### src/rtl/fpu_pkg.sv
// Shared opcodes, IP operation codes and FSM state encoding for the FP
// request issuer.
package fpu_pkg;

  localparam logic [2:0] OP_ADD = 3'd0;
  localparam logic [2:0] OP_SUB = 3'd1;
  localparam logic [2:0] OP_EQ  = 3'd2;
  localparam logic [2:0] OP_LT  = 3'd3;
  localparam logic [2:0] OP_GT  = 3'd4;
  localparam logic [2:0] OP_LE  = 3'd5;
  localparam logic [2:0] OP_GE  = 3'd6;
  localparam logic [2:0] OP_MOV = 3'd7;

  localparam logic [7:0] IP_OP_ADD = 8'h00;
  localparam logic [7:0] IP_OP_SUB = 8'h01;

  localparam logic [31:0] QNAN = 32'h7FC0_0000;

  typedef enum logic [1:0] {IDLE, SEND, WAIT, RESP} state_e;

endpackage

### src/rtl/fp_cmp_local.sv
// Combinational IEEE-754 single compare: any NaN makes all flags 0,
// +0 equals -0, otherwise sign-magnitude ordering.
module fp_cmp_local #(
  parameter int DATA_W = 32
) (
  input  logic [DATA_W-1:0] a_i,
  input  logic [DATA_W-1:0] b_i,
  output logic              eq_o,
  output logic              lt_o,
  output logic              gt_o
);

  logic a_nan, b_nan, both_zero, sa, sb, mag_lt, mag_eq, raw_lt, raw_eq;

  assign a_nan     = (a_i[DATA_W-2 -: 8] == 8'hFF) && (a_i[DATA_W-10:0] != '0);
  assign b_nan     = (b_i[DATA_W-2 -: 8] == 8'hFF) && (b_i[DATA_W-10:0] != '0);
  assign both_zero = (a_i[DATA_W-2:0] == '0) && (b_i[DATA_W-2:0] == '0);
  assign sa        = a_i[DATA_W-1];
  assign sb        = b_i[DATA_W-1];
  assign mag_lt    = a_i[DATA_W-2:0] < b_i[DATA_W-2:0];
  assign mag_eq    = a_i[DATA_W-2:0] == b_i[DATA_W-2:0];

  always_comb begin
    raw_eq = both_zero || (a_i == b_i);
    if (both_zero)     raw_lt = 1'b0;
    else if (sa != sb) raw_lt = sa;
    else if (!sa)      raw_lt = mag_lt;
    else               raw_lt = !mag_lt && !mag_eq;
  end

  assign eq_o = !(a_nan || b_nan) && raw_eq;
  assign lt_o = !(a_nan || b_nan) && raw_lt;
  assign gt_o = !(a_nan || b_nan) && !raw_lt && !raw_eq;

endmodule

### src/rtl/fpu_axis_issuer.sv
// Issues add/sub to the AXI-stream FP IP, resolves compares/MOV locally,
// returns one response per request with timeout abort.
module fpu_axis_issuer
  import fpu_pkg::*;
#(
  parameter int DATA_W  = 32,
  parameter int TAG_W   = 5,
  parameter int TIMEOUT = 255
) (
  input  logic              clk,
  input  logic              rst_n,
  input  logic              req_valid,
  output logic              req_ready,
  input  logic [2:0]        req_op,
  input  logic [DATA_W-1:0] req_a,
  input  logic [DATA_W-1:0] req_b,
  input  logic [TAG_W-1:0]  req_rd,
  output logic              rsp_valid,
  input  logic              rsp_ready,
  output logic [DATA_W-1:0] rsp_data,
  output logic [TAG_W-1:0]  rsp_rd,
  output logic              rsp_err,
  output logic              busy,
  output logic              m_axis_a_tvalid,
  input  logic              m_axis_a_tready,
  output logic [DATA_W-1:0] m_axis_a_tdata,
  output logic              m_axis_b_tvalid,
  input  logic              m_axis_b_tready,
  output logic [DATA_W-1:0] m_axis_b_tdata,
  output logic              m_axis_op_tvalid,
  input  logic              m_axis_op_tready,
  output logic [7:0]        m_axis_op_tdata,
  input  logic              s_axis_res_tvalid,
  output logic              s_axis_res_tready,
  input  logic [DATA_W-1:0] s_axis_res_tdata
);

  localparam int CNT_W = $clog2(TIMEOUT + 1);

  state_e            state_q, state_d;
  logic [DATA_W-1:0] a_q, a_d, b_q, b_d, data_q, data_d, local_res;
  logic [7:0]        ipop_q, ipop_d;
  logic [TAG_W-1:0]  rd_q, rd_d;
  logic [CNT_W-1:0]  cnt_q, cnt_d;
  logic err_q, err_d, drop_q, drop_d, rdy_q, rdy_d;
  logic a_sent_q, a_sent_d, b_sent_q, b_sent_d, op_sent_q, op_sent_d;
  logic eq, lt, gt, flag, req_hs, a_hs, b_hs, op_hs, res_hs, timeout;

  fp_cmp_local #(.DATA_W(DATA_W)) u_cmp (
    .a_i(req_a), .b_i(req_b), .eq_o(eq), .lt_o(lt), .gt_o(gt)
  );

  always_comb begin
    flag = 1'b0;
    case (req_op)
      OP_EQ:   flag = eq;
      OP_LT:   flag = lt;
      OP_GT:   flag = gt;
      OP_LE:   flag = lt | eq;
      OP_GE:   flag = gt | eq;
      default: flag = 1'b0;
    endcase
    local_res = (req_op == OP_MOV) ? req_a : {{(DATA_W-1){1'b0}}, flag};
  end

  assign req_ready         = rdy_q;
  assign busy              = (state_q != IDLE);
  assign rsp_valid         = (state_q == RESP);
  assign rsp_data          = data_q;
  assign rsp_rd            = rd_q;
  assign rsp_err           = err_q;
  assign m_axis_a_tvalid   = (state_q == SEND) && !a_sent_q;
  assign m_axis_b_tvalid   = (state_q == SEND) && !b_sent_q;
  assign m_axis_op_tvalid  = (state_q == SEND) && !op_sent_q;
  assign m_axis_a_tdata    = a_q;
  assign m_axis_b_tdata    = b_q;
  assign m_axis_op_tdata   = ipop_q;
  // A result owed from an aborted op is still drained while idle or responding.
  assign s_axis_res_tready = (state_q == WAIT) || drop_q;

  assign req_hs  = req_valid && rdy_q;
  assign a_hs    = m_axis_a_tvalid && m_axis_a_tready;
  assign b_hs    = m_axis_b_tvalid && m_axis_b_tready;
  assign op_hs   = m_axis_op_tvalid && m_axis_op_tready;
  assign res_hs  = s_axis_res_tvalid && s_axis_res_tready;
  assign timeout = (cnt_q == CNT_W'(TIMEOUT - 1));

  always_comb begin
    state_d   = state_q;
    a_d       = a_q;
    b_d       = b_q;
    rd_d      = rd_q;
    ipop_d    = ipop_q;
    data_d    = data_q;
    err_d     = err_q;
    cnt_d     = cnt_q;
    a_sent_d  = a_sent_q;
    b_sent_d  = b_sent_q;
    op_sent_d = op_sent_q;
    drop_d    = drop_q;
    if (drop_q && res_hs) drop_d = 1'b0;
    case (state_q)
      IDLE: if (req_hs) begin
        a_d  = req_a;
        b_d  = req_b;
        rd_d = req_rd;
        if (req_op == OP_ADD || req_op == OP_SUB) begin
          ipop_d    = (req_op == OP_SUB) ? IP_OP_SUB : IP_OP_ADD;
          cnt_d     = '0;
          a_sent_d  = 1'b0;
          b_sent_d  = 1'b0;
          op_sent_d = 1'b0;
          state_d   = SEND;
        end else begin
          data_d  = local_res;
          err_d   = 1'b0;
          state_d = RESP;
        end
      end
      SEND: begin
        a_sent_d  = a_sent_q | a_hs;
        b_sent_d  = b_sent_q | b_hs;
        op_sent_d = op_sent_q | op_hs;
        if (timeout) begin
          data_d  = DATA_W'(QNAN);
          err_d   = 1'b1;
          state_d = RESP;
        end else begin
          cnt_d = cnt_q + CNT_W'(1);
          if (a_sent_d && b_sent_d && op_sent_d) state_d = WAIT;
        end
      end
      WAIT: begin
        if (res_hs && !drop_q) begin
          data_d  = s_axis_res_tdata;
          err_d   = 1'b0;
          state_d = RESP;
        end else if (timeout) begin
          data_d  = DATA_W'(QNAN);
          err_d   = 1'b1;
          drop_d  = 1'b1;
          state_d = RESP;
        end else begin
          cnt_d = cnt_q + CNT_W'(1);
        end
      end
      RESP: if (rsp_ready) state_d = IDLE;
      default: state_d = IDLE;
    endcase
    rdy_d = (state_d == IDLE);
  end

  always_ff @(posedge clk or negedge rst_n) begin
    if (!rst_n) begin
      state_q   <= IDLE;
      a_q       <= '0;
      b_q       <= '0;
      rd_q      <= '0;
      ipop_q    <= '0;
      data_q    <= '0;
      err_q     <= 1'b0;
      cnt_q     <= '0;
      a_sent_q  <= 1'b0;
      b_sent_q  <= 1'b0;
      op_sent_q <= 1'b0;
      drop_q    <= 1'b0;
      rdy_q     <= 1'b0;
    end else begin
      state_q   <= state_d;
      a_q       <= a_d;
      b_q       <= b_d;
      rd_q      <= rd_d;
      ipop_q    <= ipop_d;
      data_q    <= data_d;
      err_q     <= err_d;
      cnt_q     <= cnt_d;
      a_sent_q  <= a_sent_d;
      b_sent_q  <= b_sent_d;
      op_sent_q <= op_sent_d;
      drop_q    <= drop_d;
      rdy_q     <= rdy_d;
    end
  end

endmodule

### config.mk
export PLATFORM = sky130hd
export DESIGN_NAME = fpu_axis_issuer
export DESIGN_NICKNAME = d
export VERILOG_FILES = /design/src/rtl/fpu_pkg.sv /design/src/rtl/fp_cmp_local.sv /design/src/rtl/fpu_axis_issuer.sv
export SDC_FILE = /design/constraint.sdc
export NUM_CORES = 1
export LEC_CHECK = 0
export CAP_MARGIN = 0
export CELL_PAD_IN_SITES_DETAIL_PLACEMENT = 1
export CELL_PAD_IN_SITES_GLOBAL_PLACEMENT = 1
export CORE_MARGIN = 2
export CORE_UTILIZATION = 37
export DETAILED_ROUTE_END_ITERATION = 10
export GPL_TIMING_DRIVEN = 0
export PLACE_DENSITY = 0.94
export SLEW_MARGIN = 10
export SYNTH_ARGS = -nofsm -noshare
export SYNTH_HDL_FRONTEND = slang
export SYNTH_HIERARCHICAL = 1
export SYNTH_SLANG_ARGS = --single-unit
### constraint.sdc
create_clock -name clk -period 4.3 [get_ports clk]
set_clock_uncertainty 0.05 [all_clocks]
set_input_delay 0.86 -clock clk [delete_from_list [all_inputs] [get_ports clk]]
set_output_delay 0.86 -clock clk [all_outputs]
set_load 0.01 [all_outputs]
# Word level (Yosys, flattened, before mapping)
# Index checks and enable logic that the tools add are counted.
# W data, S select, Z words.
dict set report word_totals {
  inputBits 112
  output_inout_bits 117
  word_cells 126
  regBits 125
}
dict set report classes {
  n_mux 38
  n_reduce_logical 48
  n_eq_ne 20
  n_bitwise 5
  n_lt_le_gt_ge 1
  add_sub_neg 1
}
# cell n
set op_table {}
lappend op_table {{$mux W32} 5}
lappend op_table {{$pmux W32 S3} 1}
lappend op_table {{$logic_not A31 Y1} 2}
lappend op_table {{$reduce_bool A23 Y1} 2}
lappend op_table {{$eq A32 B32 Y1} 1}
lappend op_table {{$mux W8} 4}
lappend op_table {{$eq A31 B31 Y1} 1}
lappend op_table {{$lt A31 B31 Y1} 1}
lappend op_table {{$eq A8 B8 Y1 const B} 3}
lappend op_table {{$pmux W8 S3} 1}
lappend op_table {{$logic_and A1 B1 Y1} 20}
lappend op_table {{$mux W1} 14}
lappend op_table {{$mux W2} 7}
lappend op_table {{$eq A3 B3 Y1 const B} 4}
lappend op_table {{$logic_not A1 Y1} 9}
lappend op_table {{$reduce_and A3 Y1} 3}
lappend op_table {{$add A8 B1 Y8 const B} 1}
lappend op_table {{$ne A2 B2 Y1 const B} 4}
lappend op_table {{$pmux W2 S4} 1}
lappend op_table {{$eq A3 B2 Y1 const B} 2}
lappend op_table {{$pmux W1 S2} 3}
lappend op_table {{$or A1 B1 Y1} 5}
lappend op_table {{$pmux W1 S5} 1}
lappend op_table {{$eq A2 B2 Y1 const B} 2}
lappend op_table {{other kinds (11)} 16}

# Depth between registers and ports, before layout
dict set report depth {
  word_depth 15
  depth_mapped 12
  ltp_nobuf 12
}

# Cells and area by module
# Netlist, hierarchy kept.
# module cells_each n_inst area_per_inst_um2 seq_area_each_um2
set modules_own_cells {}
lappend modules_own_cells {fpu_axis_issuer 412 1 5256.3 2952.8}
lappend modules_own_cells {fp_cmp_local 154 1 1048.5 0.0}

# Worst setup path before layout
# No wires, ideal clock.
dict set report synth_path {
  kind {input to register}
  start {input port req_b[16]}
  end {register data_q[0] (netlist: rsp_data[0])}
  t_required_ns 4.184
  arrival_ns 3.139
  slack_ns 1.045
  stages 12
  setup_ns 0.066
  path_buffers 0
  path_cell_list {inv_1 -> ha_1 -> a21oi_2 -> o21ai_1 -> a221oi_2 -> o221ai_2 -> or2_1 -> a221oi_1 -> nor4b_1 -> or4_1 -> o21ai_0 -> a22o_1}
}
dict set report synth_via {
  elab_cells_between_ends 29
  classes_between {order compare (1); eq/ne (2); mux (8); bitwise (2); reduce/logical (16)}
}
# item line_no
set synth_rtl {}
lappend synth_rtl {{start, declared} fpu_axis_issuer.sv:16} ;# input logic [DATA_W-1:0] req_b,
lappend synth_rtl {{$lt A31 B31 Y1 / $eq A31 B31 Y1 (equally long branches)} {fp_cmp_local.sv:20, fp_cmp_local.sv:21}}
lappend synth_rtl {{$logic_not A1 Y1} fp_cmp_local.sv:28} ;# else raw_lt = !mag_lt && !mag_eq;
lappend synth_rtl {{$logic_and A1 B1 Y1} fp_cmp_local.sv:28}
lappend synth_rtl {{$mux W1} fp_cmp_local.sv:27} ;# else if (!sa) raw_lt = mag_lt;
lappend synth_rtl {{$mux W1} fp_cmp_local.sv:26} ;# else if (sa != sb) raw_lt = sa;
lappend synth_rtl {{$mux W1} fp_cmp_local.sv:25} ;# if (both_zero) raw_lt = 1'b0;
lappend synth_rtl {{$logic_and A1 B1 Y1 *} fp_cmp_local.sv:32} ;# assign lt_o = !(a_nan || b_nan) && raw_lt;
lappend synth_rtl {{net lt} fpu_axis_issuer.sv:47} ;# logic eq, lt, gt, flag, req_hs, a_hs, b_hs, op_hs, res_hs, timeout;
lappend synth_rtl {{$or A1 B1 Y1} fpu_axis_issuer.sv:59} ;# OP_LE: flag = lt | eq;
lappend synth_rtl {{$pmux W1 S5 *} fpu_axis_issuer.sv:55} ;# case (req_op)
lappend synth_rtl {{$mux W32 *} fpu_axis_issuer.sv:63} ;# local_res = (req_op == OP_MOV) ? req_a : {{(DATA_W-1){1'b0}}, flag};
lappend synth_rtl {{$mux W32 *} fpu_axis_issuer.sv:107} ;# if (req_op == OP_ADD || req_op == OP_SUB) begin
lappend synth_rtl {{$mux W32 *} fpu_axis_issuer.sv:103} ;# IDLE: if (req_hs) begin
lappend synth_rtl {{$pmux W32 S3 *} fpu_axis_issuer.sv:102} ;# case (state_q)
lappend synth_rtl {{end signal, assigned} fpu_axis_issuer.sv:174} ;# data_q <= data_d;
lappend synth_rtl {{end, declared} fpu_axis_issuer.sv:41} ;# logic [DATA_W-1:0] a_q, a_d, b_q, b_d, data_q, data_d, local_res;
# The timed path passes the listed nets; every way through them passes the cells marked *. The select of a mux whose other input is x is not followed.
# A chain may end at the register's enable or synchronous reset.

# Worst setup path after layout
dict set report layout_path {
  start {input port req_a[29]}
  end {register data_q[0] (netlist: rsp_data[0])}
}
dict set report layout_via {
  elab_cells_between_ends 29
  classes_between {order compare (1); eq/ne (3); mux (8); bitwise (2); reduce/logical (15)}
}
# item line_no
set layout_rtl {}
lappend layout_rtl {{start, declared} fpu_axis_issuer.sv:15} ;# input logic [DATA_W-1:0] req_a,
lappend layout_rtl {{$lt A31 B31 Y1 / $eq A31 B31 Y1 (equally long branches)} {fp_cmp_local.sv:20, fp_cmp_local.sv:21}}
lappend layout_rtl {{$logic_not A1 Y1} fp_cmp_local.sv:28}
lappend layout_rtl {{$logic_and A1 B1 Y1} fp_cmp_local.sv:28}
lappend layout_rtl {{$mux W1} fp_cmp_local.sv:27}
lappend layout_rtl {{$mux W1} fp_cmp_local.sv:26}
lappend layout_rtl {{$mux W1} fp_cmp_local.sv:25}
lappend layout_rtl {{$logic_and A1 B1 Y1 *} fp_cmp_local.sv:32}
lappend layout_rtl {{net lt} fpu_axis_issuer.sv:47}
lappend layout_rtl {{$or A1 B1 Y1} fpu_axis_issuer.sv:59}
lappend layout_rtl {{$pmux W1 S5 *} fpu_axis_issuer.sv:55}
lappend layout_rtl {{$mux W32 *} fpu_axis_issuer.sv:63}
lappend layout_rtl {{$mux W32 *} fpu_axis_issuer.sv:107}
lappend layout_rtl {{$mux W32 *} fpu_axis_issuer.sv:103}
lappend layout_rtl {{$pmux W32 S3 *} fpu_axis_issuer.sv:102}
# Marked as above.

==> impl_results.md <==
- Die height: 135 um
- Final setup viols: 0
- Area share of the largest cell type after synthesis: 46.8%
- Initial Util: 37.9%
- Die X: 135 um
- Seq pwr share: 29.8%
- Largest net degree at the start of global routing: 67
- DR pass1 iterations: 4
- # IOs: 229
- Final critical-path share of the clock period: 91.8%
- Crit Path Max Fanout: 5
- Post-cts sizing count: 0
- Worst rel slew slack: 48.4%
- NetSw: 2.26 mW
- Final net count: 963
- Layout cells sized above 1: 14.9%
- Critical path arrival: 4.26 ns
- Synth top area cells: dfrtp_1 (47%), mux2_2 (13%), ha_1 (7.5%)
- Max Cap Viol: 0
- Crit. End Element: register
- Total power draw: 6.37 mW
- DR DRC count: 0
- Routed wire length: 23800 um
- Cell row count: 47
- Hold-fix buffers at CTS: 0
- Final Hold Vio Count: 0
- Peak VDD IR: 365 uV
- CTS clk-pin slew, worst paths: 0.06 ns
- Top cell family by delay on the critical path: simple AND/OR/NAND/NOR gates
- RSZ-0062 raised after global routing: false
- Sequential area share after synthesis: 46.8%
- Fin crit period: 3.95 ns
- CP max stage cell: clkdlybuf4s50_1
- Clk buf depth: 2
- Avg WL per Cell: 22.8 um
- Fmax: 0.253 GHz
- CTS root buffer: clkbuf_16
- Post-Syn Area per Cell: 11.1 um^2
- H-tree levels: 4
- Antenna violations before repair: 1
- Vias: 5948
- Vias in the first global route: 6576
- Worst Tran Pin Value: 0.774 ns
- Congestion Overflow GR: 0
- Yosys reg bits: 118
- Via density: 5.69
- ANT cells: 0
- Clock sinks: 118
- Hold/Removal Path Class: in -> async
- Main synth FF type: dfrtp_1
- Core area: 0.0166 mm^2
- Pint: 4.11 mW
- Slew Viols, Final: 0
- Pwr Density: 672 mW/mm^2
- Antenna-violating nets left: 0
- First-pass GRT wire length: 37300 um
- Placer Congestion: 0.855
- Crit path buf inv count: 1
- Initial DRC count: 257
- Syn. warnings: 6
- Comb pwr share: 45.6%
- Synth cell types: 55
- Clk pwr share: 24.5%
- Cell taking the most area after synthesis: dfrtp_1
- Hpwl dp: 17700 um
- Ys async rst share: 100%
- CP Class: in -> reg
- Critical Path RT: 4.61 ns
- CTS tree: done
- Synth-to-layout area growth: 50.4%
- Worst setup SP type: primary input
- Total die area: 0.0181 mm^2
- Outcome: completed
- # Post-CTS Setup Buffers: 0
- CP dominant cell by count: o21ai_0
- Slowest cell delay on critical path: 0.55 ns
- Switch share: 35.4%
- Worst-Skew Late Latency: 0.42 ns
- Cells along the critical path: clkdlybuf4s50_1 -> ha_1 -> nand3_1 -> nor3_1 -> nand2_1 -> a31oi_1 -> o21ai_0 -> a221oi_1 -> nor4b_1 -> or4_1 -> o21ai_0 -> a22o_1
- Total negative slack: 0 ns
- Cells after Synth: 566
- Overall Global Routing Usage: 27.1%
- Num CTS Buffers: 17
- Number of I/O port buffers: 221
- Post-synth EDFFs: 0
- Pleak: 3.98 nW
- Hold WS: 0.334 ns
- Post-synthesis instance area: 0.00630 mm^2
[synthesized netlist by cell type, types with 2 or more instances]
cell / number
dfrtp_1: 118
mux2_2: 71
inv_1: 44
ha_1: 38
a22oi_1: 31
clkbuf_1: 24
a21oi_1: 22
o2bb2ai_1: 22
nand2_1: 17
o31ai_1: 17
nor4_1: 16
o21ai_0: 15
nor2_1: 14
nand4_1: 12
a22o_1: 10
nand3_1: 10
nor3_1: 9
buf_4: 7
a211oi_1: 6
or4_1: 6
a21o_1: 4
a31oi_1: 3
and3_1: 3
and4b_1: 3
buf_2: 3
o211ai_1: 3
o21a_1: 3
a21oi_2: 2
a221oi_1: 2
and3b_1: 2
and4_1: 2
nand2b_1: 2
o22ai_1: 2
or3_1: 2
[cell usage in the layout, fill, tap and decap left out, types with 3 or more instances in the layout]
cell type	count
clkbuf_1	24
nor3_1	9
inv_1	44
mux2_2	71
a31oi_1	3
a21oi_1	22
clkinvlp_4	6
and3_1	3
nor4_1	16
buf_4	7
a211oi_1	6
clkbuf_16	17
bufinv_16	4
o211ai_1	3
buf_2	3
nand2_1	17
nor2_1	14
and4b_1	3
o21ai_0	15
o21a_1	3
a21o_1	4
a22oi_1	31
ha_1	38
clkdlybuf4s50_1	220
conb_1	7
or4_1	6
o31ai_1	17
nand4_1	12
a22o_1	10
dfrtp_1	118
o2bb2ai_1	22
nand3_1	10
[registers in the layout, summed over array words and instances (netlist names)]
name             flops
req_ready            1
a_sent_q             1
m_axis_op_tdata      1
op_sent_q            1
rsp_err              1
b_sent_q             1
cnt_q                8
m_axis_a_tdata      32
drop_q               1
rsp_data            32
m_axis_b_tdata      32
state_q              2
rsp_rd               5
[logic make-up (layout without fill, tap and decap cells)]
family	count (synthesis)	count (layout)	synth area share, %
muxes	72	72	12.8
DFF	118	118	46.8
and+or+nand+nor	106	106	9.63
AOI/OAI and AO/OA	151	151	17.7
other	1	7	0.0595
adders and majority gates	39	39	7.70
buffers and inverters	78	332	5.12
xor gates and xnor gates	1	1	0.139
[path summary, 6_finish.rpt]
kind / start / to / slack, ns / depth (start not counted)
setup / recovery: req_a[29] / rsp_data[0] / 0.35 / 12
setup reg to reg: state_q[0] / m_axis_op_tdata[0] / 1.50 / 7
hold reg to reg: rsp_data[2] / rsp_data[2] / 0.44 / 1
min in group clk: rsp_data[2] / rsp_data[2] / 0.44 / 1
hold / removal: rst_n / m_axis_a_tdata[28] / 0.33 / 1
max in group asynchronous: rst_n / m_axis_b_tdata[8] / 3.15 / 2
[layer usage]
metal | GRT usage, % | part of all wire [%] | vias up
li1 | - | - | 2633
met1 | 31.8 | 39 | 3029
met2 | 48.0 | 51 | 237
met3 | 7.28 | 7.1 | 49
met4 | 9.30 | 2.3 | 0
met5 | 0 | 0 | -
[metrics by stage]
| stage | instance area, um^2 | util, % | setup WS, ns | cells |
|---|---|---|---|---|
| floorplan | 6330 | - | 1.04 | 572 |
| global placement | 8810 | 53.0 | -2.53 | 1013 |
| detailed placement | 8840 | 53.1 | -0.0408 | 1014 |
| CTS | 9480 | 57.0 | 0.401 | 1046 |
| global route | 9480 | 57.0 | 0.142 | 1046 |
| finish | 9480 | 57.0 | 0.354 | 1046 |
[worst reg2reg max path, stage by stage (launching register included)]
cell      delay [ns]
dfrtp_1         0.43
inv_1           0.15
ha_1            0.16
clkbuf_1        0.31
nand3_1         0.47
clkbuf_1        0.48
nor3_1          0.28
mux2_2          0.36
[power by group through the flow]
stage / logic [mW] / clock network (mW) / registers [mW]
detailed placement: 2.90 / 0 / 1.91
global route: 3.12 / 1.63 / 1.96
floorplan: 1.13 / 0 / 2.07
finish: 2.91 / 1.56 / 1.90
CTS: 2.93 / 1.58 / 1.90
global placement: 2.80 / 0 / 1.87
[area by class of cell]
class	count	area (um^2)
Buffer	34	158
Clock buffer	18	439
Clock inverter	14	200
Fill cell	1741	7160
Inverter	44	165
Multi-Input combinational cell	376	3050
Sequential cell	118	2950
Tap cell	220	275
Timing Repair Buffer	222	2240
(Power assumes the default switching activity.)
